### src/rtl/elevator_call_scheduler_if.sv
// ----------------------------------------------------------------------------
// elevator_call_scheduler_if
// Bundles the button-side call strobe, the car-side feedback and the
// scheduler outputs into one interface.
//   master : the environment (button logic + car); drives calls and car state
//   slave  : the scheduler; drives target/direction/door/status outputs
// Signals:
//   call_valid, call_floor   : one floor call per cycle from hall/cab buttons
//   car_floor, car_complete  : car position and "stopped at requested floor"
//   target                   : floor request to the car
//   dir_up, dir_dn           : current sweep direction
//   door_open, busy          : dwell in progress / scheduler has work
//   pending                  : bitmap of outstanding calls
//   call_err                 : out-of-range call was dropped
// ----------------------------------------------------------------------------
interface elevator_call_scheduler_if #(
   parameter int NUM_FLOORS = 16,
   parameter int FLOOR_W    = 4
);
   logic                  call_valid;
   logic [FLOOR_W-1:0]    call_floor;
   logic [FLOOR_W-1:0]    car_floor;
   logic                  car_complete;
   logic [FLOOR_W-1:0]    target;
   logic                  dir_up;
   logic                  dir_dn;
   logic                  door_open;
   logic                  busy;
   logic [NUM_FLOORS-1:0] pending;
   logic                  call_err;

   modport master (
      output call_valid, call_floor, car_floor, car_complete,
      input  target, dir_up, dir_dn, door_open, busy, pending, call_err
   );

   modport slave (
      input  call_valid, call_floor, car_floor, car_complete,
      output target, dir_up, dir_dn, door_open, busy, pending, call_err
   );
endinterface

### src/rtl/elevator_call_scheduler.sv
// ----------------------------------------------------------------------------
// elevator_call_scheduler
// SCAN scheduler for a single elevator car. Latches floor calls into a pending
// bitmap, sweeps the car in one direction while calls remain ahead, reverses
// when only calls behind remain, and times the door dwell at each stop.
// Ports:
//   clk  : system clock, all state on posedge
//   rst  : asynchronous active-high reset
//   bus  : elevator_call_scheduler_if.slave (calls in, car feedback in,
//          target/dir/door/busy/pending/call_err out, all registered)
// ----------------------------------------------------------------------------
module elevator_call_scheduler #(
   parameter int NUM_FLOORS  = 16,
   parameter int FLOOR_W     = 4,
   parameter int DOOR_CYCLES = 20
) (
   input logic                       clk,
   input logic                       rst,
   elevator_call_scheduler_if.slave  bus
);
   localparam int SPAN  = 1 << FLOOR_W;
   localparam int CNT_W = (DOOR_CYCLES > 1) ? $clog2(DOOR_CYCLES) : 1;
   localparam logic [CNT_W-1:0] CNT_LAST = CNT_W'(DOOR_CYCLES - 1);

   typedef enum logic [3:0] {
      ST_IDLE = 4'b0001,
      ST_UP   = 4'b0010,
      ST_DN   = 4'b0100,
      ST_DOOR = 4'b1000
   } state_t;

   state_t                state_q, state_d;
   logic [FLOOR_W-1:0]    target_q, target_d;
   logic                  dir_up_q, dir_up_d;
   logic                  dir_dn_q, dir_dn_d;
   logic                  door_q, door_d;
   logic                  busy_q, busy_d;
   logic [NUM_FLOORS-1:0] pending_q, pending_d;
   logic                  err_q, err_d;
   logic [CNT_W-1:0]      cnt_q, cnt_d;

   logic [SPAN-1:0]       pend_ext_s;
   logic [SPAN-1:0]       call_oh_s;
   logic [SPAN-1:0]       car_oh_s;
   logic                  call_ok_s;
   logic                  car_hit_s;
   logic                  above_s, below_s;
   logic [FLOOR_W-1:0]    near_up_s, near_dn_s;
   logic                  set_s, clr_s;
   logic                  hit_up_s, hit_dn_s;

   // Scan the pending map relative to the car: nearest call above and below.
   always_comb begin
      pend_ext_s                   = '0;
      pend_ext_s[NUM_FLOORS-1:0]   = pending_q;
      above_s   = 1'b0;
      below_s   = 1'b0;
      near_up_s = '0;
      near_dn_s = '0;
      hit_up_s  = 1'b0;
      hit_dn_s  = 1'b0;
      // Descending walk: the last hit above the car is the lowest one.
      for (int i = SPAN - 1; i >= 0; i--) begin
         hit_up_s  = pend_ext_s[i] && (i > int'(bus.car_floor));
         above_s   = above_s | hit_up_s;
         near_up_s = hit_up_s ? FLOOR_W'(i) : near_up_s;
      end
      // Ascending walk: the last hit below the car is the highest one.
      for (int i = 0; i < SPAN; i++) begin
         hit_dn_s  = pend_ext_s[i] && (i < int'(bus.car_floor));
         below_s   = below_s | hit_dn_s;
         near_dn_s = hit_dn_s ? FLOOR_W'(i) : near_dn_s;
      end
      car_hit_s = pend_ext_s[bus.car_floor];
      call_ok_s = bus.call_valid && (int'(bus.call_floor) < NUM_FLOORS);
      call_oh_s = {{(SPAN-1){1'b0}}, 1'b1} << bus.call_floor;
      car_oh_s  = {{(SPAN-1){1'b0}}, 1'b1} << bus.car_floor;
   end

   // Next-state, target, direction and dwell counter for the SCAN FSM.
   always_comb begin
      state_d  = state_q;
      target_d = target_q;
      dir_up_d = dir_up_q;
      dir_dn_d = dir_dn_q;
      cnt_d    = cnt_q;
      clr_s    = 1'b0;
      case (state_q)
         ST_IDLE: begin
            dir_up_d = 1'b0;
            dir_dn_d = 1'b0;
            if (car_hit_s) begin
               state_d = ST_DOOR;
               clr_s   = 1'b1;
               cnt_d   = '0;
            end else if (above_s) begin
               state_d  = ST_UP;
               target_d = near_up_s;
               dir_up_d = 1'b1;
            end else if (below_s) begin
               state_d  = ST_DN;
               target_d = near_dn_s;
               dir_dn_d = 1'b1;
            end else begin
               target_d = (int'(bus.car_floor) < NUM_FLOORS) ? bus.car_floor : target_q;
            end
         end
         ST_UP: begin
            dir_up_d = 1'b1;
            dir_dn_d = 1'b0;
            if (bus.car_complete && (bus.car_floor == target_q)) begin
               state_d = ST_DOOR;
               clr_s   = 1'b1;
               cnt_d   = '0;
            end else if ((bus.car_floor != target_q) && above_s) begin
               // Re-aim every cycle so a call appearing en route is served first.
               target_d = near_up_s;
            end else begin
               target_d = target_q;
            end
         end
         ST_DN: begin
            dir_up_d = 1'b0;
            dir_dn_d = 1'b1;
            if (bus.car_complete && (bus.car_floor == target_q)) begin
               state_d = ST_DOOR;
               clr_s   = 1'b1;
               cnt_d   = '0;
            end else if ((bus.car_floor != target_q) && below_s) begin
               target_d = near_dn_s;
            end else begin
               target_d = target_q;
            end
         end
         ST_DOOR: begin
            if (call_ok_s && (bus.call_floor == bus.car_floor)) begin
               // Someone pressed for this floor while the door is open: extend.
               cnt_d = '0;
            end else if (cnt_q == CNT_LAST) begin
               cnt_d = '0;
               if (dir_up_q && above_s) begin
                  state_d  = ST_UP;
                  target_d = near_up_s;
               end else if (dir_dn_q && below_s) begin
                  state_d  = ST_DN;
                  target_d = near_dn_s;
               end else if (above_s) begin
                  state_d  = ST_UP;
                  target_d = near_up_s;
                  dir_up_d = 1'b1;
                  dir_dn_d = 1'b0;
               end else if (below_s) begin
                  state_d  = ST_DN;
                  target_d = near_dn_s;
                  dir_up_d = 1'b0;
                  dir_dn_d = 1'b1;
               end else begin
                  state_d  = ST_IDLE;
                  dir_up_d = 1'b0;
                  dir_dn_d = 1'b0;
               end
            end else begin
               cnt_d = cnt_q + CNT_W'(1);
            end
         end
         default: begin
            state_d  = ST_IDLE;
            target_d = '0;
            dir_up_d = 1'b0;
            dir_dn_d = 1'b0;
            cnt_d    = '0;
         end
      endcase
   end

   // Pending map update and registered status outputs; a clear beats a set.
   always_comb begin
      set_s     = call_ok_s && !((state_q == ST_DOOR) && (bus.call_floor == bus.car_floor));
      pending_d = (pending_q | (set_s ? call_oh_s[NUM_FLOORS-1:0] : '0))
                  & ~(clr_s ? car_oh_s[NUM_FLOORS-1:0] : '0);
      door_d    = (state_d == ST_DOOR);
      busy_d    = (state_d != ST_IDLE) || (pending_d != '0);
      err_d     = bus.call_valid && !call_ok_s;
   end

   // State and output registers with asynchronous reset.
   always_ff @(posedge clk or posedge rst) begin
      if (rst) begin
         state_q   <= ST_IDLE;
         target_q  <= '0;
         dir_up_q  <= 1'b0;
         dir_dn_q  <= 1'b0;
         door_q    <= 1'b0;
         busy_q    <= 1'b0;
         pending_q <= '0;
         err_q     <= 1'b0;
         cnt_q     <= '0;
      end else begin
         state_q   <= state_d;
         target_q  <= target_d;
         dir_up_q  <= dir_up_d;
         dir_dn_q  <= dir_dn_d;
         door_q    <= door_d;
         busy_q    <= busy_d;
         pending_q <= pending_d;
         err_q     <= err_d;
         cnt_q     <= cnt_d;
      end
   end

   assign bus.target    = target_q;
   assign bus.dir_up    = dir_up_q;
   assign bus.dir_dn    = dir_dn_q;
   assign bus.door_open = door_q;
   assign bus.busy      = busy_q;
   assign bus.pending   = pending_q;
   assign bus.call_err  = err_q;
endmodule
### src/flat_wrapper.sv
// flat-port wrapper written by rule: the top's interface ports become plain ports
module elevator_call_scheduler_flat 
#(
   parameter int NUM_FLOORS  = 16,
   parameter int FLOOR_W     = 4,
   parameter int DOOR_CYCLES = 20
)
  (clk, rst, bus_call_valid, bus_call_floor, bus_car_floor, bus_car_complete, bus_target, bus_dir_up, bus_dir_dn, bus_door_open, bus_busy, bus_pending, bus_call_err);
  elevator_call_scheduler_if #(.NUM_FLOORS(NUM_FLOORS), .FLOOR_W(FLOOR_W)) bus_i ();
  input logic clk;
  input logic rst;
  input wire logic [$bits(bus_i.call_valid)-1:0] bus_call_valid;
  input wire logic [$bits(bus_i.call_floor)-1:0] bus_call_floor;
  input wire logic [$bits(bus_i.car_floor)-1:0] bus_car_floor;
  input wire logic [$bits(bus_i.car_complete)-1:0] bus_car_complete;
  output wire logic [$bits(bus_i.target)-1:0] bus_target;
  output wire logic [$bits(bus_i.dir_up)-1:0] bus_dir_up;
  output wire logic [$bits(bus_i.dir_dn)-1:0] bus_dir_dn;
  output wire logic [$bits(bus_i.door_open)-1:0] bus_door_open;
  output wire logic [$bits(bus_i.busy)-1:0] bus_busy;
  output wire logic [$bits(bus_i.pending)-1:0] bus_pending;
  output wire logic [$bits(bus_i.call_err)-1:0] bus_call_err;
  assign bus_i.call_valid = bus_call_valid;
  assign bus_i.call_floor = bus_call_floor;
  assign bus_i.car_floor = bus_car_floor;
  assign bus_i.car_complete = bus_car_complete;
  assign bus_target = bus_i.target;
  assign bus_dir_up = bus_i.dir_up;
  assign bus_dir_dn = bus_i.dir_dn;
  assign bus_door_open = bus_i.door_open;
  assign bus_busy = bus_i.busy;
  assign bus_pending = bus_i.pending;
  assign bus_call_err = bus_i.call_err;
  elevator_call_scheduler #(.NUM_FLOORS(NUM_FLOORS), .FLOOR_W(FLOOR_W), .DOOR_CYCLES(DOOR_CYCLES)) u_core (.clk(clk), .rst(rst), .bus(bus_i));
endmodule
### config.mk
export PLATFORM = sky130hd
export DESIGN_NAME = elevator_call_scheduler_flat
export DESIGN_NICKNAME = d
export VERILOG_FILES = /design/src/rtl/elevator_call_scheduler_if.sv /design/src/rtl/elevator_call_scheduler.sv /design/src/flat_wrapper.sv
export SDC_FILE = /design/constraint.sdc
export NUM_CORES = 1
export LEC_CHECK = 0
export ABC_AREA = 1
export CORE_MARGIN = 3
export CORE_UTILIZATION = 51
export CTS_BUF_LIST = sky130_fd_sc_hd__clkbuf_16
export DETAILED_ROUTE_END_ITERATION = 16
export GPL_ROUTABILITY_DRIVEN = 0
export GPL_TIMING_DRIVEN = 0
export PLACE_DENSITY = 0.78
export SLEW_MARGIN = 20
export SYNTH_ARGS = -nofsm -noshare
export SYNTH_HDL_FRONTEND = slang
export SYNTH_SLANG_ARGS = --single-unit
### constraint.sdc
create_clock -name clk -period 1.9 [get_ports clk]
set_input_delay 0.19 -clock clk [delete_from_list [all_inputs] [get_ports clk]]
set_output_delay 0.19 -clock clk [all_outputs]
set_load 0.1 [all_outputs]
==> metrics.txt, run 1 <==
status=finished with violations; failing checks=setup timing; predominant post-synthesis flop cell=dfrtp_1; Sum Neg Setup Slack=-3.648 ns; Slew headroom=34.61%; fin crit period=around 2.4 ns; hold depth=4; Max clock buf depth=2; first-pass GRT wire length=approximately 18 mm; metal3 WL=1.747 mm; Max FO, Critical Path=5; WL final=13.75 mm; Peak VDD IR=between 1500 and 2000 µV; Site Rows=27; # IOs=37; clk slew on worst S/H paths=0.06 ns; Req. time, crit path=2.06 ns; Leak Pwr=approximately 2.3 nW; H-tree depth=2; worst setup margin=-0.5219 ns; Mapped Area=~3000 µm²; CTS sink cnt=33; hold buffer count at cts=0; Synth async-reset ratio=between 90% and 100%; final hold vios=0; max layer used=met4; HPWL after DPL=just over 7 mm; DRC viols=0; NumNets Final=590; Hold WC Path Type=in2reg; Synth Instances=approximately 470; Synth warnings=0; remaining antenna violation count after routing=0; Worst Setup End Kind=flip-flop; core box area=roughly 5600 µm²; routed wl met2=about 6.0 mm; vias per cell=6.486; Die H=~83 µm; largest net degree at the start of global routing=34; number of synthesized flops with an enable pin=0; GRT overflow=0; I/O Buffers=33; Core Util, Final=about 83%; Die Footprint=6906 µm²; Skew-Pair Late Insertion Delay=around 0.29 ns; Seq cells post-synth=33; footprint of the multi-input gates=2192 µm²; gr usage total=about a third; Slew Limit Fails=0; number of global-route vias before repair=roughly 3,700; FF+latch area=roughly 900 µm²; area grow syn2layout=53.61%; Max Cap Viol=0; Seq/Total Area, Yosys=a little over a quarter; WP data arrival=approximately 2.6 ns; final std cells w/o fill=650; Fillers=just under 300; root buf cell=clkbuf_16; # diodes=0; Final period util=127.5%; pwr dens=approximately 1600 nW/µm²; setup violators final=14; initial core utilization=a little over half; Fmax=~410 MHz; # placed instances=between 500 and 600; initial antenna violation count=0; Synth Net Count=481; critical path type=reg2reg; Syn Area/Cell=around 6.5 µm²; Place WS=-1.079 ns; CTS Buf Count=5; DR iter-0 viols=just under 900; reg2reg path depth=15; WL met1=between 4 and 5 mm; drt pass-1 iters=6; vias=~4,200; CTS tree=yes; Startpoint Class=flip-flop; floorplan die width=83.10 µm; Synth cell types=43; Slew @ Worst Pin=0.9847 ns; RSZ-0062 raised after global routing=yes; WL/cell=approximately 21 µm; Setup Skew=~0.0084 ns; layout cell share with drive strength beyond 1=around 45%
## per-layer routing
metal,GRT usage [%],up-vias
met1,40.67,1873
li1,-,1716
met2,50.51,462
met3,6.250,165
met4,14.86,0
met5,0,-
## repair_timing
item	in CTS	in global routing
pin swaps	34	40
endpoints found under the hold margin	0	0
setup endpoints to repair	57	21
resized for setup	84	67
cloned	2	0
buffers inserted	36	31
## through the flow
step,area [µm²],power (mW),hold slack (ns)
floorplan,3136,4.553,0.3185
global placement,3556,5.459,0.5073
detailed placement,3556,5.528,0.5166
CTS,4151,6.625,0.3645
global route,4657,7.854,0.3598
finish,4657,7.647,0.3532
## cell usage in the layout (no fill, tap or decap), types with 3 or more instances in the layout
master	netlist	routed
nand2_1	124	114
buf_4	3	64
inv_1	68	54
inv_2	25	33
nand3_1	38	30
dlygate4sd2_1	0	24
nor2_4	7	20
dfrtp_4	0	19
o21ai_0	19	17
nor2_2	10	15
nand2_2	8	14
nor2_1	31	13
o21ai_2	4	12
dfrtp_1	32	11
nand2_4	5	9
nand3_2	1	8
a21oi_2	2	7
nand4_1	6	6
o21ai_1	12	6
a21oi_1	13	6
inv_4	2	6
buf_6	2	5
o211ai_1	5	5
clkbuf_16	0	5
nor3_4	0	4
o22ai_1	4	4
xor2_1	4	4
a31oi_1	4	4
dlymetal6s2s_1	0	4
inv_6	0	3
o21bai_1	3	3
o31ai_4	1	3
clkdlybuf4s50_1	0	3
## synth_stat cells, types with 3 or more instances
| master | number | area (µm²) |
|---|---|---|
| a31oi_1 | 4 | 25.02 |
| nand2_1 | 124 | 465.5 |
| xnor2_1 | 4 | 35.03 |
| xor2_1 | 4 | 35.03 |
| o22ai_1 | 4 | 25.02 |
| buf_4 | 3 | 22.52 |
| nand3_1 | 38 | 190.2 |
| a21oi_1 | 13 | 65.06 |
| nor3_2 | 3 | 30.03 |
| inv_1 | 68 | 255.2 |
| nand2_2 | 8 | 50.05 |
| o21ai_1 | 12 | 60.06 |
| o21bai_1 | 3 | 22.52 |
| nand2_4 | 5 | 56.30 |
| nor2_4 | 7 | 78.83 |
| nand4_1 | 6 | 37.54 |
| nor2_2 | 10 | 62.56 |
| dfrtp_1 | 32 | 800.8 |
| o21ai_0 | 19 | 95.09 |
| o21ai_2 | 4 | 35.03 |
| inv_2 | 25 | 93.84 |
| nor2_1 | 31 | 116.4 |
| o211ai_1 | 5 | 37.54 |
| nor3_1 | 5 | 25.02 |
| o31ai_2 | 4 | 50.05 |
## sequential cells by signal (all words and copies together) (netlist names)
name	flops
u_core.bus.door_open	1
u_core.cnt_q	5
u_core.bus.pending	16
u_core.bus.target	4
u_core.bus.dir_up	1
u_core.bus.busy	1
u_core.state_q	4
u_core.bus.dir_dn	1
## cells by family (layout without fill, tap and decap cells)
family          count (synthesis)  in the layout  share of synthesized area [%]
compound gates                 77             77                          16.92
xor+xnor                        8              8                          2.311
fa+ha+maj                       1              1                         0.4126
buf+inv                       102            211                          13.66
flops                          33             33                          27.28
other cells                     1              1                         0.1237
simple gates                  246            247                          39.29
## critical path, stage by stage (launching register included)
cell,delay (ns)
dfrtp_4,0.52
o211ai_1,0.18
nand2_1,0.15
inv_2,0.10
nand2_2,0.05
inv_2,0.06
nand2_2,0.07
inv_2,0.10
nand2_4,0.10
buf_8,0.16
inv_2,0.08
o211ai_1,0.10
a31oi_1,0.26
nand2_1,0.12
a21oi_2,0.17
o21ai_1,0.08
## area by class of cell
type,count,share of cell area [%]
Multi-Input combinational cell,334,47.07
Tap cell,72,1.934
Clock buffer,5,2.687
Inverter,97,8.463
Clock inverter,3,0.3761
Timing Repair Buffer,101,18.91
Sequential cell,33,19.34
Buffer,5,1.209
## where the power goes
group | switching [mW] | leakage, nW | internal (mW) | total [mW]
clock | 0.352 | 0.0696 | 0.482 | 0.833
sequential | 0.391 | 0.374 | 1.08 | 1.48
combinational | 3.85 | 1.88 | 1.49 | 5.34
total | 4.59 | 2.32 | 3.06 | 7.65
## worst paths after layout
kind / startpoint / end / slack (ns)
setup / recovery: u_core.bus.pending[6]$_DFF_PP0_ / u_core.bus.target[3]$_DFFE_PP0P_ / -0.52
hold / removal: bus_car_floor[2] / u_core.bus.pending[12]$_DFF_PP0_ / 0.35
setup reg to reg: u_core.bus.pending[6]$_DFF_PP0_ / u_core.bus.target[3]$_DFFE_PP0P_ / -0.52
hold reg to reg: u_core.cnt_q[1]$_DFFE_PP0P_ / u_core.cnt_q[1]$_DFFE_PP0P_ / 0.54
max in group asynchronous: rst / u_core.bus.pending[12]$_DFF_PP0_ / 0.97
min in group asynchronous: rst / u_core.state_q[1]$_DFF_PP0_ / 0.36
(Power assumes the default switching activity.)
==> run 2: changes to the inputs <==
--- a/config.mk
+++ b/config.mk
@@ -5,7 +5,6 @@
 export SDC_FILE = /design/constraint.sdc
 export NUM_CORES = 1
 export LEC_CHECK = 0
-export ABC_AREA = 1
 export CORE_MARGIN = 3
 export CORE_UTILIZATION = 51
 export CTS_BUF_LIST = sky130_fd_sc_hd__clkbuf_16
==> run 2 against run 1 <==
The run still ends with setup timing left. Sequential share of layout area up 0.13 points. Non-clock buffer count fell by 3. Clock power up 20%. Combinational power increased by 4.7%. Critical path depth decreased by 5. Sequential power is 6% higher. Count of clock-buffer cells in the layout unchanged. Routed wire length down 7.4%. Maximum frequency shrank 8.3%. Final cell count down 18%. Critical endpoint is now u_core.bus.busy$_DFF_PP0_.
==> metrics.txt, run 2 <==
Slew Limit Fails=0 (unchanged); Setup Skew=0.01105 ns (was 0.008383 ns); WL met1=4.592 mm (was 4.853 mm); Synth Instances=377 (was 468); max incr delay on CP=0.57 ns (was 0.52 ns); number of synthesized flops with an enable pin=0 (unchanged); Req. time, crit path=2.06 ns (about the same); CTS Buf Count=5 (unchanged); WL final=12.73 mm (was 13.75 mm); failing checks=setup timing (unchanged); drt pass-1 iters=6 (unchanged); DR iter-0 viols=804 (was 869); initial antenna violation count=0 (unchanged); Top Family by Delay on Critical Path=simple AND/OR/NAND/NOR gates (was compound AO/OA/AOI/OAI gates); gr usage total=30.23% (was 31.50%); Max Cap Viol=0 (unchanged); Synth area leader=dfrtp_1 (unchanged); Synth warnings=0 (unchanged); Synth top area share=26.35% (was 26.41%); status=finished with violations (unchanged); CP Cell Sequence=clkdlybuf4s50_1 > xor2_1 > nor4_4 > a21boi_2 > buf_6 > a31oi_1 > nand2_1 > nor4_2 > and4b_1 > nand3_1 (was o211ai_1 > nand2_1 > inv_2 > nand2_2 > inv_2 > nand2_2 > inv_2 > nand2_4 > buf_8 > inv_2 > o211ai_1 > a31oi_1 > nand2_1 > a21oi_2 > o21ai_1); Synth cell types=70 (was 43); CTS sink cnt=33 (unchanged); fin crit period=2.642 ns (was 2.422 ns); Hold WC Path Type=in2async (was in2reg); max reg flops=16 (unchanged); Synth Net Count=390 (was 481); critical path type=in2reg (was reg2reg); Seq/Total Area, Yosys=27.21% (was 27.28%); Worst path slowest cell=clkdlybuf4s50_1 (was dfrtp_4); Site Rows=27 (unchanged); Die Footprint=6921 µm² (was 6906 µm²); Mapped Area=3039 µm² (was 3032 µm²); Slew @ Worst Pin=1.008 ns (was 0.9847 ns); Seq cells post-synth=33 (unchanged); final std cells w/o fill=532 (was 650); setup violators final=33 (was 14); Max clock buf depth=2 (unchanged); Synth top cells by count=nand2_1, a21oi_1, dfrtp_1, a31oi_1, nor2_1 (was nand2_1, inv_1, nand3_1, dfrtp_1, nor2_1); CTS tree=yes (unchanged); CP startpoint=bus_call_floor[2] (was u_core.bus.pending[6]$_DFF_PP0_); most common cell in the netlist=nand2_1 (unchanged); layout cell share with drive strength beyond 1=42.17% (was 44.64%); crit path buf inv count=2 (was 5); Worst Setup End Kind=flip-flop (unchanged); Fmax=378.5 MHz (was 412.9 MHz); area grow syn2layout=47.34% (was 53.61%); core box area=5642 µm² (unchanged); FF+latch area=872.1 µm² (was 900.9 µm²); # placed instances=482 (was 573); metal3 WL=1.711 mm (was 1.747 mm); H-tree depth=2 (unchanged); vias per cell=7.323 (was 6.486); Max FO, Critical Path=10 (was 5); Area contributors post-synth=dfrtp_1, a31oi_1, a21oi_1 (was dfrtp_1, nand2_1, inv_1); leading cell type in the layout, fill and taps excluded=buf_4 (was nand2_1); Post-Layout Inst Area=4478 µm² (was 4657 µm²); NumNets Final=472 (was 590); Startpoint Class=input port (was flip-flop); footprint of the multi-input gates=2457 µm² (was 2192 µm²); Core Util, Final=79.37% (was 82.55%); pwr dens=1822 nW/µm² (was 1642 nW/µm²); Synth async-reset ratio=100.0% (unchanged); I/O Buffers=33 (unchanged); root buf cell=clkbuf_16 (unchanged); max layer used=met4 (unchanged); HPWL after DPL=6.851 mm (was 7.059 mm); Place WS=-1.055 ns (was -1.079 ns); WL/cell=23.93 µm (was 21.15 µm); Die H=83.20 µm (was 83.10 µm); DRC viols=0 (unchanged); clk slew on worst S/H paths=0.07 ns (was 0.06 ns); worst setup margin=-0.7420 ns (was -0.5219 ns); Final period util=139.1% (was 127.5%); number of global-route vias before repair=3,445 (was 3,659); most frequent cells in the layout=buf_4, nand2_1, nor2_1, a31oi_1, a21oi_1 (was nand2_1, buf_4, inv_1); RSZ-0062 raised after global routing=yes (unchanged); WP data arrival=2.80 ns (was 2.58 ns); placed instance area=3595 µm² (was 3556 µm²); Leak Pwr=1.761 nW (was 2.321 nW); predominant post-synthesis flop cell=dfrtp_1 (unchanged); # diodes=0 (unchanged); largest net degree at the start of global routing=34 (unchanged); Skew-Pair Late Insertion Delay=0.30 ns (was 0.29 ns); first-pass GRT wire length=17.12 mm (was 17.76 mm); vias=3,896 (was 4,216); # IOs=37 (unchanged); floorplan die width=83.20 µm (was 83.10 µm); remaining antenna violation count after routing=0 (unchanged); Fillers=335 (was 293); initial core utilization=53.87% (was 53.74%); Syn Area/Cell=8.061 µm² (was 6.478 µm²); GRT overflow=0 (unchanged); Peak VDD IR=1929 µV (was 1584 µV); routed wl met2=5.722 mm (was 6.012 mm); Slew headroom=33.06% (was 34.61%); Reg-to-Reg Start=u_core.bus.pending[8]$_DFF_PP0_ (was u_core.bus.pending[6]$_DFF_PP0_); final hold vios=0 (unchanged)
[run 2: cell count changes after synthesis, sizes merged, moves of 9 or more]
cell / change
clkbuf: +9
a31oi: +23
a21oi: +20
nor2: -21
nor2b: +11
buf: +14
nand3: -31
nand2: -101
o21ai: -13
inv: -84
o22ai: +11
[run 2: area by class of cell]
type | count | share of cell area, %
Tap cell | 72 | 2.012
Clock buffer | 5 | 2.794
Sequential cell | 33 | 19.47
Timing Repair Buffer | 81 | 14.86
Inverter | 12 | 1.034
Multi-Input combinational cell | 304 | 54.88
Buffer | 22 | 3.912
Clock inverter | 3 | 1.034
[run 2: path summary, 6_finish.rpt]
path | to | slack (ns) | depth (start not counted)
worst max-delay path | u_core.bus.busy$_DFF_PP0_ | -0.74 | 10
worst min-delay path | u_core.bus.pending[7]$_DFF_PP0_ | 0.33 | 2
worst max register to register | u_core.bus.busy$_DFF_PP0_ | -0.73 | 7
worst min register to register | u_core.cnt_q[0]$_DFFE_PP0P_ | 0.54 | 1
max in group asynchronous | u_core.bus.pending[9]$_DFF_PP0_ | 1.03 | 2
min in group clk | u_core.bus.pending[12]$_DFF_PP0_ | 0.35 | 3
[run 2: layer usage]
layer,vias to the layer above,global-route usage (%)
met1,1829,39.30
met4,0,14.41
li1,1582,-
met3,104,5.853
met2,381,48.25
met5,-,0
[run 2: stage by stage]
| stage | power (mW) | hold WS, ns | TNS (ns) |
|---|---|---|---|
| 2_1_floorplan | 4.875 | 0.3175 | -9.516 |
| 3_3_place_gp | 5.870 | 0.5109 | -18.17 |
| 3_5_place_dp | 5.918 | 0.5286 | -18.73 |
| 4_1_cts | 7.085 | 0.3136 | -8.973 |
| 5_1_grt | 8.417 | 0.3719 | -10.59 |
| 6_report | 8.160 | 0.3277 | -8.643 |
[run 2: cells by family after synthesis]
kind of cell / count (synthesis) / share of synthesized area (%)
AO/OA/AOI/OAI: 151 / 33.06
XOR/XNOR: 10 / 2.882
AND/OR/NAND/NOR: 129 / 23.75
flip-flops: 33 / 27.21
multiplexers: 12 / 5.517
other: 1 / 0.1234
buffers and inverters: 40 / 7.039
adder cells (fa/ha/maj): 1 / 0.4116
[run 2: power by group]
part	internal (mW)	switching, mW	total [mW]
clock	0.622	0.376	0.998
sequential	1.06	0.516	1.57
combinational	1.88	3.70	5.59
total	3.56	4.60	8.16
[run 2: timing repair]
item,4_1_cts,5_1_grt
setup endpoints to repair,57,34
hold endpoints to repair,0,0
resized for setup,68,75
setup buffers,7,39
hold buffers,0,0
pin swaps,9,37
gates cloned,0,2
[run 2: worst register-to-register path, delay by kind of cell, from the launching register on]
family | cells | cell delay, ns
muxes | 2 | 0.79
and+or+nand+nor | 3 | 0.65
AOI/OAI and AO/OA | 2 | 0.55
DFF | 1 | 0.50
